$ cat config.mk
export PLATFORM = sky130hd
export DESIGN_NAME = display_multifonte
export DESIGN_NICKNAME = d
export VERILOG_FILES = /design/src/rtl/tipos_pacotes.sv /design/src/rtl/decodificador_7seg.sv /design/src/rtl/display_multifonte.sv
export SDC_FILE = /design/constraint.sdc
export NUM_CORES = 1
export LEC_CHECK = 0
export CORE_MARGIN = 3
export CORE_UTILIZATION = 40
export DETAILED_ROUTE_END_ITERATION = 12
export GPL_TIMING_DRIVEN = 0
export PLACE_DENSITY = 0.64
export SYNTH_ARGS = -nofsm -noshare
export SYNTH_HDL_FRONTEND = slang
export SYNTH_HIERARCHICAL = 1
export SYNTH_SLANG_ARGS = --single-unit
export TNS_END_PERCENT = 50
$ cat constraint.sdc
create_clock -name clk -period 3.42 [get_ports clk]
set_clock_uncertainty 0.15 [all_clocks]
set_input_delay 0.684 -clock clk [delete_from_list [all_inputs] [get_ports clk]]
set_output_delay 0.684 -clock clk [all_outputs]
set_load 0.05 [all_outputs]
$ cat src/rtl/tipos_pacotes.sv
// Shared types and constants for the seven-segment display path.
package tipos_pacotes;

    typedef logic [3:0] bcdPac_t;

    localparam logic [6:0] SEG_APAGADO = 7'b1111111;
    localparam logic [6:0] SEG_TRACO   = 7'b0111111;
    localparam bcdPac_t    BCD_TRACO   = 4'hA;
    localparam bcdPac_t    BCD_APAGADO = 4'hB;

    typedef enum logic [0:0] {
        LIVRE = 1'b0,
        ATIVO = 1'b1
    } estado_disp_t;

endpackage

$ cat src/rtl/decodificador_7seg.sv
// Combinational BCD-to-seven-segment decoder, active-low; codes above 4'hA blank.
module decodificador_7seg
    import tipos_pacotes::*;
(
    input  logic [3:0] bcd,
    output logic [6:0] seg
);

    // Code-to-segment lookup; every code maps to a defined pattern
    always_comb begin
        seg = SEG_APAGADO;
        case (bcd)
            4'd0:        seg = 7'b1000000;
            4'd1:        seg = 7'b1111001;
            4'd2:        seg = 7'b0100100;
            4'd3:        seg = 7'b0110000;
            4'd4:        seg = 7'b0011001;
            4'd5:        seg = 7'b0010010;
            4'd6:        seg = 7'b0000010;
            4'd7:        seg = 7'b1111000;
            4'd8:        seg = 7'b0000000;
            4'd9:        seg = 7'b0011000;
            BCD_TRACO:   seg = SEG_TRACO;
            BCD_APAGADO: seg = SEG_APAGADO;
            default:     seg = SEG_APAGADO;
        endcase
    end

endmodule

$ cat src/rtl/display_multifonte.sv
// Multi-source seven-segment controller: fixed-priority ownership, per-digit blink,
// registered active-low segment outputs.
module display_multifonte
    import tipos_pacotes::*;
#(
    parameter int NUM_DIG    = 6,
    parameter int NUM_FONTES = 2,
    parameter int BLINK_DIV  = 25_000_000
)
(
    input  logic                                                  clk,
    input  logic                                                  rst,
    input  logic [NUM_FONTES-1:0]                                 enable,
    input  logic [NUM_FONTES*NUM_DIG*4-1:0]                       bcd_in,
    input  logic [NUM_FONTES*NUM_DIG-1:0]                         blink_mask,
    output logic [NUM_DIG*7-1:0]                                  hex,
    output logic [((NUM_FONTES > 1) ? $clog2(NUM_FONTES) : 1)-1:0] dono,
    output logic                                                  ocupado
);

    localparam int DONO_W = (NUM_FONTES > 1) ? $clog2(NUM_FONTES) : 1;
    localparam int CNT_W  = $clog2(BLINK_DIV);
    localparam logic [CNT_W-1:0] CNT_MAX = CNT_W'(BLINK_DIV - 1);

    estado_disp_t          state_r;
    logic [DONO_W-1:0]     dono_r;
    logic                  ocupado_r;
    logic [CNT_W-1:0]      cnt_r;
    logic                  phase_r;
    logic [NUM_DIG*7-1:0]  hex_r;

    logic                  any_en_s;
    logic [DONO_W-1:0]     prio_s;
    logic                  own_en_s;
    logic [NUM_DIG*4-1:0]  bcd_sel_s;
    logic [NUM_DIG-1:0]    mask_sel_s;
    logic [NUM_DIG*7-1:0]  seg_s;
    logic [NUM_DIG*7-1:0]  hex_next_s;

    assign any_en_s = |enable;

    // Lowest requesting index wins; owner's enable, digits and mask are muxed out
    always_comb begin
        prio_s     = '0;
        own_en_s   = 1'b0;
        bcd_sel_s  = '0;
        mask_sel_s = '0;
        for (int f = NUM_FONTES - 1; f >= 0; f--) begin
            prio_s = enable[f] ? DONO_W'(f) : prio_s;
        end
        for (int f = 0; f < NUM_FONTES; f++) begin
            own_en_s   = (dono_r == DONO_W'(f)) ? enable[f] : own_en_s;
            bcd_sel_s  = (dono_r == DONO_W'(f)) ? bcd_in[f*NUM_DIG*4 +: NUM_DIG*4] : bcd_sel_s;
            mask_sel_s = (dono_r == DONO_W'(f)) ? blink_mask[f*NUM_DIG +: NUM_DIG] : mask_sel_s;
        end
    end

    for (genvar i = 0; i < NUM_DIG; i++) begin : g_dec
        decodificador_7seg u_dec (
            .bcd (bcd_sel_s[i*4 +: 4]),
            .seg (seg_s[i*7 +: 7])
        );
    end

    // Ownership FSM: no preemption, every handoff passes through LIVRE
    always_ff @(posedge clk) begin
        if (rst) begin
            state_r   <= LIVRE;
            dono_r    <= '0;
            ocupado_r <= 1'b0;
        end else begin
            case (state_r)
                LIVRE: begin
                    if (any_en_s) begin
                        state_r   <= ATIVO;
                        dono_r    <= prio_s;
                        ocupado_r <= 1'b1;
                    end
                end
                ATIVO: begin
                    if (!own_en_s) begin
                        state_r   <= LIVRE;
                        ocupado_r <= 1'b0;
                    end
                end
                default: begin
                    state_r   <= LIVRE;
                    ocupado_r <= 1'b0;
                end
            endcase
        end
    end

    // Blink divider; held at zero in LIVRE so a new owner starts visible
    always_ff @(posedge clk) begin
        if (rst) begin
            cnt_r   <= '0;
            phase_r <= 1'b0;
        end else if (state_r == LIVRE) begin
            cnt_r   <= '0;
            phase_r <= 1'b0;
        end else if (cnt_r == CNT_MAX) begin
            cnt_r   <= '0;
            phase_r <= ~phase_r;
        end else begin
            cnt_r   <= cnt_r + CNT_W'(1);
        end
    end

    // Next segment image: blank outside ATIVO, masked digits blank in phase 1
    always_comb begin
        hex_next_s = {NUM_DIG{SEG_APAGADO}};
        for (int i = 0; i < NUM_DIG; i++) begin
            hex_next_s[i*7 +: 7] = ((state_r == ATIVO) && !(phase_r && mask_sel_s[i]))
                                   ? seg_s[i*7 +: 7] : SEG_APAGADO;
        end
    end

    // Output register
    always_ff @(posedge clk) begin
        if (rst) begin
            hex_r <= {NUM_DIG{SEG_APAGADO}};
        end else begin
            hex_r <= hex_next_s;
        end
    end

    assign hex     = hex_r;
    assign dono    = dono_r;
    assign ocupado = ocupado_r;

endmodule

==> metrics.log, run 1 <==
[metrics] result of the run: completed
[metrics] cell area power density: roughly 380 nW/um2
[metrics] routed length per placed instance: roughly 13 um
[metrics] P&R area growth vs syn: 34.47%
[metrics] Post-CTS Setup Bufs: 0
[metrics] fin area: about 5600 um2
[metrics] total of max-cap violations: 0
[metrics] most common cell after layout, fill and taps aside: clkdlybuf4s50_1
[metrics] clock period minus worst slack: 3046 ps
[metrics] count of clock tree sinks: a little over 70
[metrics] First-pass DRT Iterations: 4
[metrics] detailed-route via count: 3656
[metrics] H-tree levels: 3
[metrics] layout cells sized above 1: about 17%
[metrics] total power consumption of the routed design: 2.156 mW
[metrics] static power due to leakage: 2.116 nW
[metrics] pre-CTS setup slack: between 300 and 400 ps
[metrics] first-pass GRT wire length: ~17 mm
[metrics] Routability Congestion: between 0.8 and 0.9
[metrics] RSZ-0062 raised after global routing: false
[metrics] initial antenna violation count: 0
[metrics] die extent in y: ~110 um
[metrics] fillers: between 900 and 1000
[metrics] Final period util: about nine tenths
[metrics] number of DRC markers in iteration 0: about 110
[metrics] most frequent cells in the layout: clkdlybuf4s50_1 (107), dfxtp_1 (71), nand2b_1 (52)
[metrics] number of synthesized register bits: 71
[metrics] buffers from clock root to sink, at most: 2
[metrics] worst hold slack: roughly 300 ps
[metrics] final worst setup slack: 373.7 ps
[metrics] dpl cells: approximately 720
[metrics] die outline area: 11760 um2
[metrics] HPWL Detailed: 7.705 mm
[metrics] sequential cell area in the final layout: 1421 um2
[metrics] clock insertion delay at the later pin of the skew report: between 300 and 400 ps
[metrics] number of nets still failing antenna checks after routing: 0
[metrics] syn nets: 576
[metrics] crit end category: flop
[metrics] Routed Wire Length: approximately 9.9 mm
[metrics] Crit path arrival time: slightly above 3000 ps
[metrics] normalized max-slew margin: between 50 and 60%
[metrics] Seq/Total Area, Yosys: ~34%
[metrics] setup tns final: 0 ps
[metrics] cell area after placement: 5434 um2
[metrics] peak clock frequency supported by timing: roughly 330 MHz
[metrics] post-CTS clock slew at the launch and capture registers of the worst setup and hold paths: approximately 70 ps
[metrics] Worst Hold Class: reg2reg
[metrics] count of input and output buffers: about 110
[metrics] starting density of the core: between 40% and 50%
[metrics] clock tree from TritonCTS: yes
[metrics] area of the multi-input gates: ~2600 um2
[metrics] highest fanout seen on the critical path: 10
[metrics] Synth Instances: 481
[metrics] Netlist Area Pre-Place: 4197 um2
[metrics] vias in the first global route: about 3800
[metrics] kind of critical path: reg2reg
[metrics] clock buffers created by TritonCTS: 9
[metrics] antenna cell count: 0
[metrics] Ys Warns: 6
[metrics] Startpoint Class: flop
[metrics] PostCTS Resize Cnt: 0
[metrics] CP Data Required Time: roughly 3500 ps
[metrics] final hold violation count: 0
[metrics] post-route non-filler standard cell count: around 740
[metrics] hold-fix buffer count after cts: 0
[metrics] count of cell types in the netlist: 39
[metrics] fin nets: ~700
[metrics] I/O pin total: around 110
[metrics] measured slew at the worst slew-check pin: between 600 and 700 ps
[metrics] overall global routing resource usage: between 10% and 20%
[metrics] cell row count: 36
[metrics] detailed-route vias per instance: between 4 and 5
[metrics] pin count of the biggest net entering global routing: 12
[metrics] Final Slew Violations: 0
[metrics] count of endpoints failing setup in the final report: 0
[metrics] final core utilization: a little under three fifths
[metrics] width of the chip: 108.4 um
[metrics] clock root buffer: clkbuf_8
[metrics] core region area: around 10000 um2
[metrics] DRC violation count after routing: 0
[metrics] GRT overflow: 0
[metrics] peak supply drop: roughly 0.00016 V
[metrics] mean area per synthesized cell: a little under 9 um2
kinds of logic after synthesis:
group / count (synthesis) / synth area share [%]
AO/OA/AOI/OAI: 116 / 16.76
XOR/XNOR: 10 / 2.087
adder cells (fa/ha/maj): 31 / 9.243
buffers and inverters: 43 / 5.188
flip-flops: 71 / 33.87
multiplexers: 31 / 8.289
AND/OR/NAND/NOR: 179 / 24.57
synth_stat cells, drive strengths merged:
cell | number | area [um2]
buf | 14 | 107.6
dfxtp | 71 | 1421
and2b | 1 | 8.760
xor2 | 6 | 52.55
xnor2 | 4 | 35.03
nand4 | 9 | 56.30
nor3b | 6 | 75.07
a21oi | 33 | 165.2
o31ai | 5 | 37.54
or3 | 8 | 51.30
mux2i | 1 | 10.01
and3 | 2 | 12.51
nor3 | 2 | 10.01
clkbuf | 7 | 27.52
inv | 22 | 82.58
o21a | 1 | 7.510
and4 | 4 | 36.29
nor4b | 2 | 17.52
mux2 | 30 | 337.8
o31a | 1 | 10.01
nand2 | 22 | 82.58
and2 | 2 | 12.51
o21bai | 1 | 11.26
nand3 | 7 | 40.04
a211oi | 7 | 52.55
o21ai | 68 | 419.2
nor2 | 46 | 172.7
nor2b | 1 | 6.260
ha | 31 | 387.9
nand2b | 61 | 404.1
or4 | 6 | 45.04
flip-flops by register name (all words and copies together), names as in the netlist:
signal and count:
state_r 1, hex 42, phase_r 1, cnt_r 25, ocupado 1, dono 1
final timing paths:
path	startpoint	end	slack, ps	depth (start not counted)
worst max-delay path	dono	hex[26]	370	9
worst min-delay path	cnt_r[0]	cnt_r[0]	300	1
worst max register to register	dono	hex[26]	370	9
worst min register to register	cnt_r[0]	cnt_r[0]	300	1
layer usage:
layer | wire length (um) | vias to the layer above | GRT usage [%]
li1 | - | 1890 | -
met4 | 283 | 0 | 9.107
met3 | 587 | 20 | 5.134
met2 | 4623 | 85 | 29.30
met1 | 4359 | 1661 | 21.80
met5 | 0 | - | 0
worst max-delay path: stages, from the launching register on:
cell      delay, ps
dfxtp_1         490
clkbuf_1        550
clkbuf_1        520
mux2_2          470
inv_1           130
ha_1            190
nand2b_2         60
a21oi_1         150
nor2_1           50
nand2b_1        140
area by class of cell:
cell class	instances	share of cell area, %
clock buffers	13	2.993
clock inverters	3	0.7095
inverters	22	1.463
multi-input cells	367	45.32
flip-flops and latches	71	25.19
plain buffers	21	2.395
repair buffers	107	18.98
well taps	133	2.949
report_power, final:
part | switching (mW) | internal [mW]
Sequential | 0.0107 | 0.855
Clock | 0.313 | 0.395
Combinational | 0.311 | 0.271
(Power assumes the default switching activity.)
==> inputs of run 2 (changes only) <==
- CORE_ASPECT_RATIO: not set -> 2
==> run 2 against run 1 <==
- flip-flop and latch count unchanged
- clock power increased by 41%
- sequential share of layout area decreased by 0.51 points
- setup slack got worse by 120 ps
- critical path type unchanged
- die area increased by 0.63%
==> metrics.log, run 2 (synthesized netlist as in run 1, its figures left out) <==
[metrics] clock insertion delay at the later pin of the skew report: approximately 330 ps
[metrics] vias in the first global route: between 3000 and 4000
[metrics] fillers: between 900 and 1000
[metrics] pre-CTS setup slack: around 150 ps
[metrics] count of endpoints failing setup in the final report: 0
[metrics] CP Cell Sequence: clkbuf_1 > clkbuf_1 > mux2_2 > inv_1 > ha_1 > nand2b_2 > a21oi_1 > nor2_1 > nand2b_1
[metrics] post-CTS clock slew at the launch and capture registers of the worst setup and hold paths: around 60 ps
[metrics] PostCTS Resize Cnt: 0
[metrics] buffers from clock root to sink, at most: 2
[metrics] number of buffers and inverters on the critical path: 3
[metrics] clock tree from TritonCTS: yes
[metrics] Most Frequent Cell on Critical Path: clkbuf_1
[metrics] first-pass GRT wire length: roughly 17 mm
[metrics] overall global routing resource usage: 18.56%
[metrics] Startpoint Class: flop
[metrics] HPWL Detailed: 8.452 mm
[metrics] pin count of the biggest net entering global routing: 13
[metrics] most frequent cells in the layout: clkdlybuf4s50_1 (107), dfxtp_1 (71), nand2b_1 (52)
[metrics] area of the multi-input gates: 2557 um2
[metrics] core region area: ~10000 um2
[metrics] cell area after placement: 5436 um2
[metrics] final worst setup slack: 256.2 ps
[metrics] Worst Hold Class: reg2reg
[metrics] P&R area growth vs syn: 37.27%
[metrics] static power due to leakage: 2.162 nW
[metrics] cell depth of the worst flop-to-flop path: 9
[metrics] crit-path leading delay family: buffers and inverters
[metrics] antenna cell count: 0
[metrics] result of the run: completed
[metrics] die extent in y: approximately 150 um
[metrics] peak clock frequency supported by timing: about 320 MHz
[metrics] total of max-cap violations: 0
[metrics] count of input and output buffers: 107
[metrics] critical path endpoint: hex[40]
[metrics] fin area: approximately 5800 um2
[metrics] number of DRC markers in iteration 0: 132
[metrics] fin nets: just under 700
[metrics] detailed-route vias per instance: between 5 and 6
[metrics] H-tree levels: 3
[metrics] Reg2Reg Launch Point: dono
[metrics] Final Slew Violations: 0
[metrics] slowest stage delay, CP: around 670 ps
[metrics] initial antenna violation count: 0
[metrics] peak supply drop: 0.0002665 V
[metrics] CP startpoint: dono
[metrics] RSZ-0062 raised after global routing: false
[metrics] normalized max-slew margin: 45.02%
[metrics] die outline area: 11830 um2
[metrics] most common cell after layout, fill and taps aside: clkdlybuf4s50_1
[metrics] I/O pin total: 108
[metrics] endpoint of the lowest-slack register-to-register path: hex[40]
[metrics] clock buffers created by TritonCTS: 9
[metrics] clock root buffer: clkbuf_16
[metrics] highest fanout seen on the critical path: 10
[metrics] width of the chip: around 78 um
[metrics] Crit path arrival time: approximately 3200 ps
[metrics] CP max stage cell: clkbuf_1
[metrics] crit end category: flop
[metrics] layout cells sized above 1: 16.89%
[metrics] number of nets still failing antenna checks after routing: 0
[metrics] clock period minus worst slack: around 3200 ps
[metrics] sequential cell area in the final layout: between 1000 and 1500 um2
[metrics] Post-CTS Setup Bufs: 0
[metrics] cell depth of the worst setup path: 9
[metrics] routed length per placed instance: about 14 um
[metrics] max FFs per register: 42
[metrics] Final period util: between 90% and 100%
[metrics] Routability Congestion: 0.8874
[metrics] count of clock tree sinks: 71
[metrics] detailed-route via count: about 3700
[metrics] GRT overflow: 0
[metrics] DRC violation count after routing: 0
[metrics] starting density of the core: approximately 41%
[metrics] hold-fix buffer count after cts: 0
[metrics] Routed Wire Length: a little over 10 mm
[metrics] final hold violation count: 0
[metrics] measured slew at the worst slew-check pin: 824.7 ps
[metrics] cell area power density: 426.3 nW/um2
[metrics] setup tns final: 0 ps
[metrics] kind of critical path: reg2reg
[metrics] cell row count: 52
[metrics] First-pass DRT Iterations: 5
[metrics] setup slack of the worst register-to-register path: between 200 and 300 ps
[metrics] CP Data Required Time: 3470 ps
-- run 2: worst reg2reg max path: cells and delay by family, from the launching register on --
kind	cells	cell delay, ps
simple gates	3	250
flops	1	480
buf+inv	3	1320
fa+ha+maj	1	200
compound gates	1	190
mux	1	460
-- run 2: metrics by stage --
stage / power (mW) / util (%) / hold slack, ps / cells
after floorplan: 1.284 / - / 262.9 / 481
after detailed placement: 1.478 / 53.56 / 280.8 / 723
after global placement: 1.468 / 53.56 / 273.2 / 723
after global routing: 2.574 / 56.76 / 310.3 / 739
after CTS: 2.486 / 56.76 / 288.0 / 739
final: 2.456 / 56.76 / 287.2 / 739
-- run 2: worst min path at each step --
stage                     to      from  depth (start not counted)  slack (ps)
floorplan           cnt_r[0]  cnt_r[0]                          1         260
global placement    cnt_r[0]  cnt_r[0]                          1         270
detailed placement  cnt_r[0]  cnt_r[0]                          1         280
CTS                 cnt_r[0]  cnt_r[0]                          1         290
global route        cnt_r[0]  cnt_r[0]                          1         310
finish              cnt_r[0]  cnt_r[0]                          1         290
-- run 2: routing by layer --
| layer | share of wire (%) | GRT usage (%) | up-vias |
|---|---|---|---|
| met1 | 37 | 18.16 | 1699 |
| met5 | 0 | 0 | - |
| met3 | 4.0 | 3.869 | 17 |
| li1 | - | - | 1900 |
| met2 | 57 | 36.51 | 90 |
| met4 | 2.4 | 8.056 | 0 |
-- run 2: where the power goes --
| group | internal (mW) | switching [mW] | total [mW] | leakage (nW) |
|---|---|---|---|---|
| logic | 0.271 | 0.317 | 0.589 | 1.43 |
| clock network | 0.658 | 0.342 | 0.999 | 0.156 |
| registers | 0.857 | 0.0112 | 0.868 | 0.578 |
| total | 1.79 | 0.670 | 2.46 | 2.16 |
-- run 2: final cells by class --
cell class                 instances  share of cell area, %
sequential                        71                  24.67
tap                              135                  2.932
clock buffer                      11                  4.214
multi-input combinational        367                  44.40
clock inverter                     5                  1.412
inverter                          22                  1.434
buffer                            21                  2.346
timing repair buffer             107                  18.59
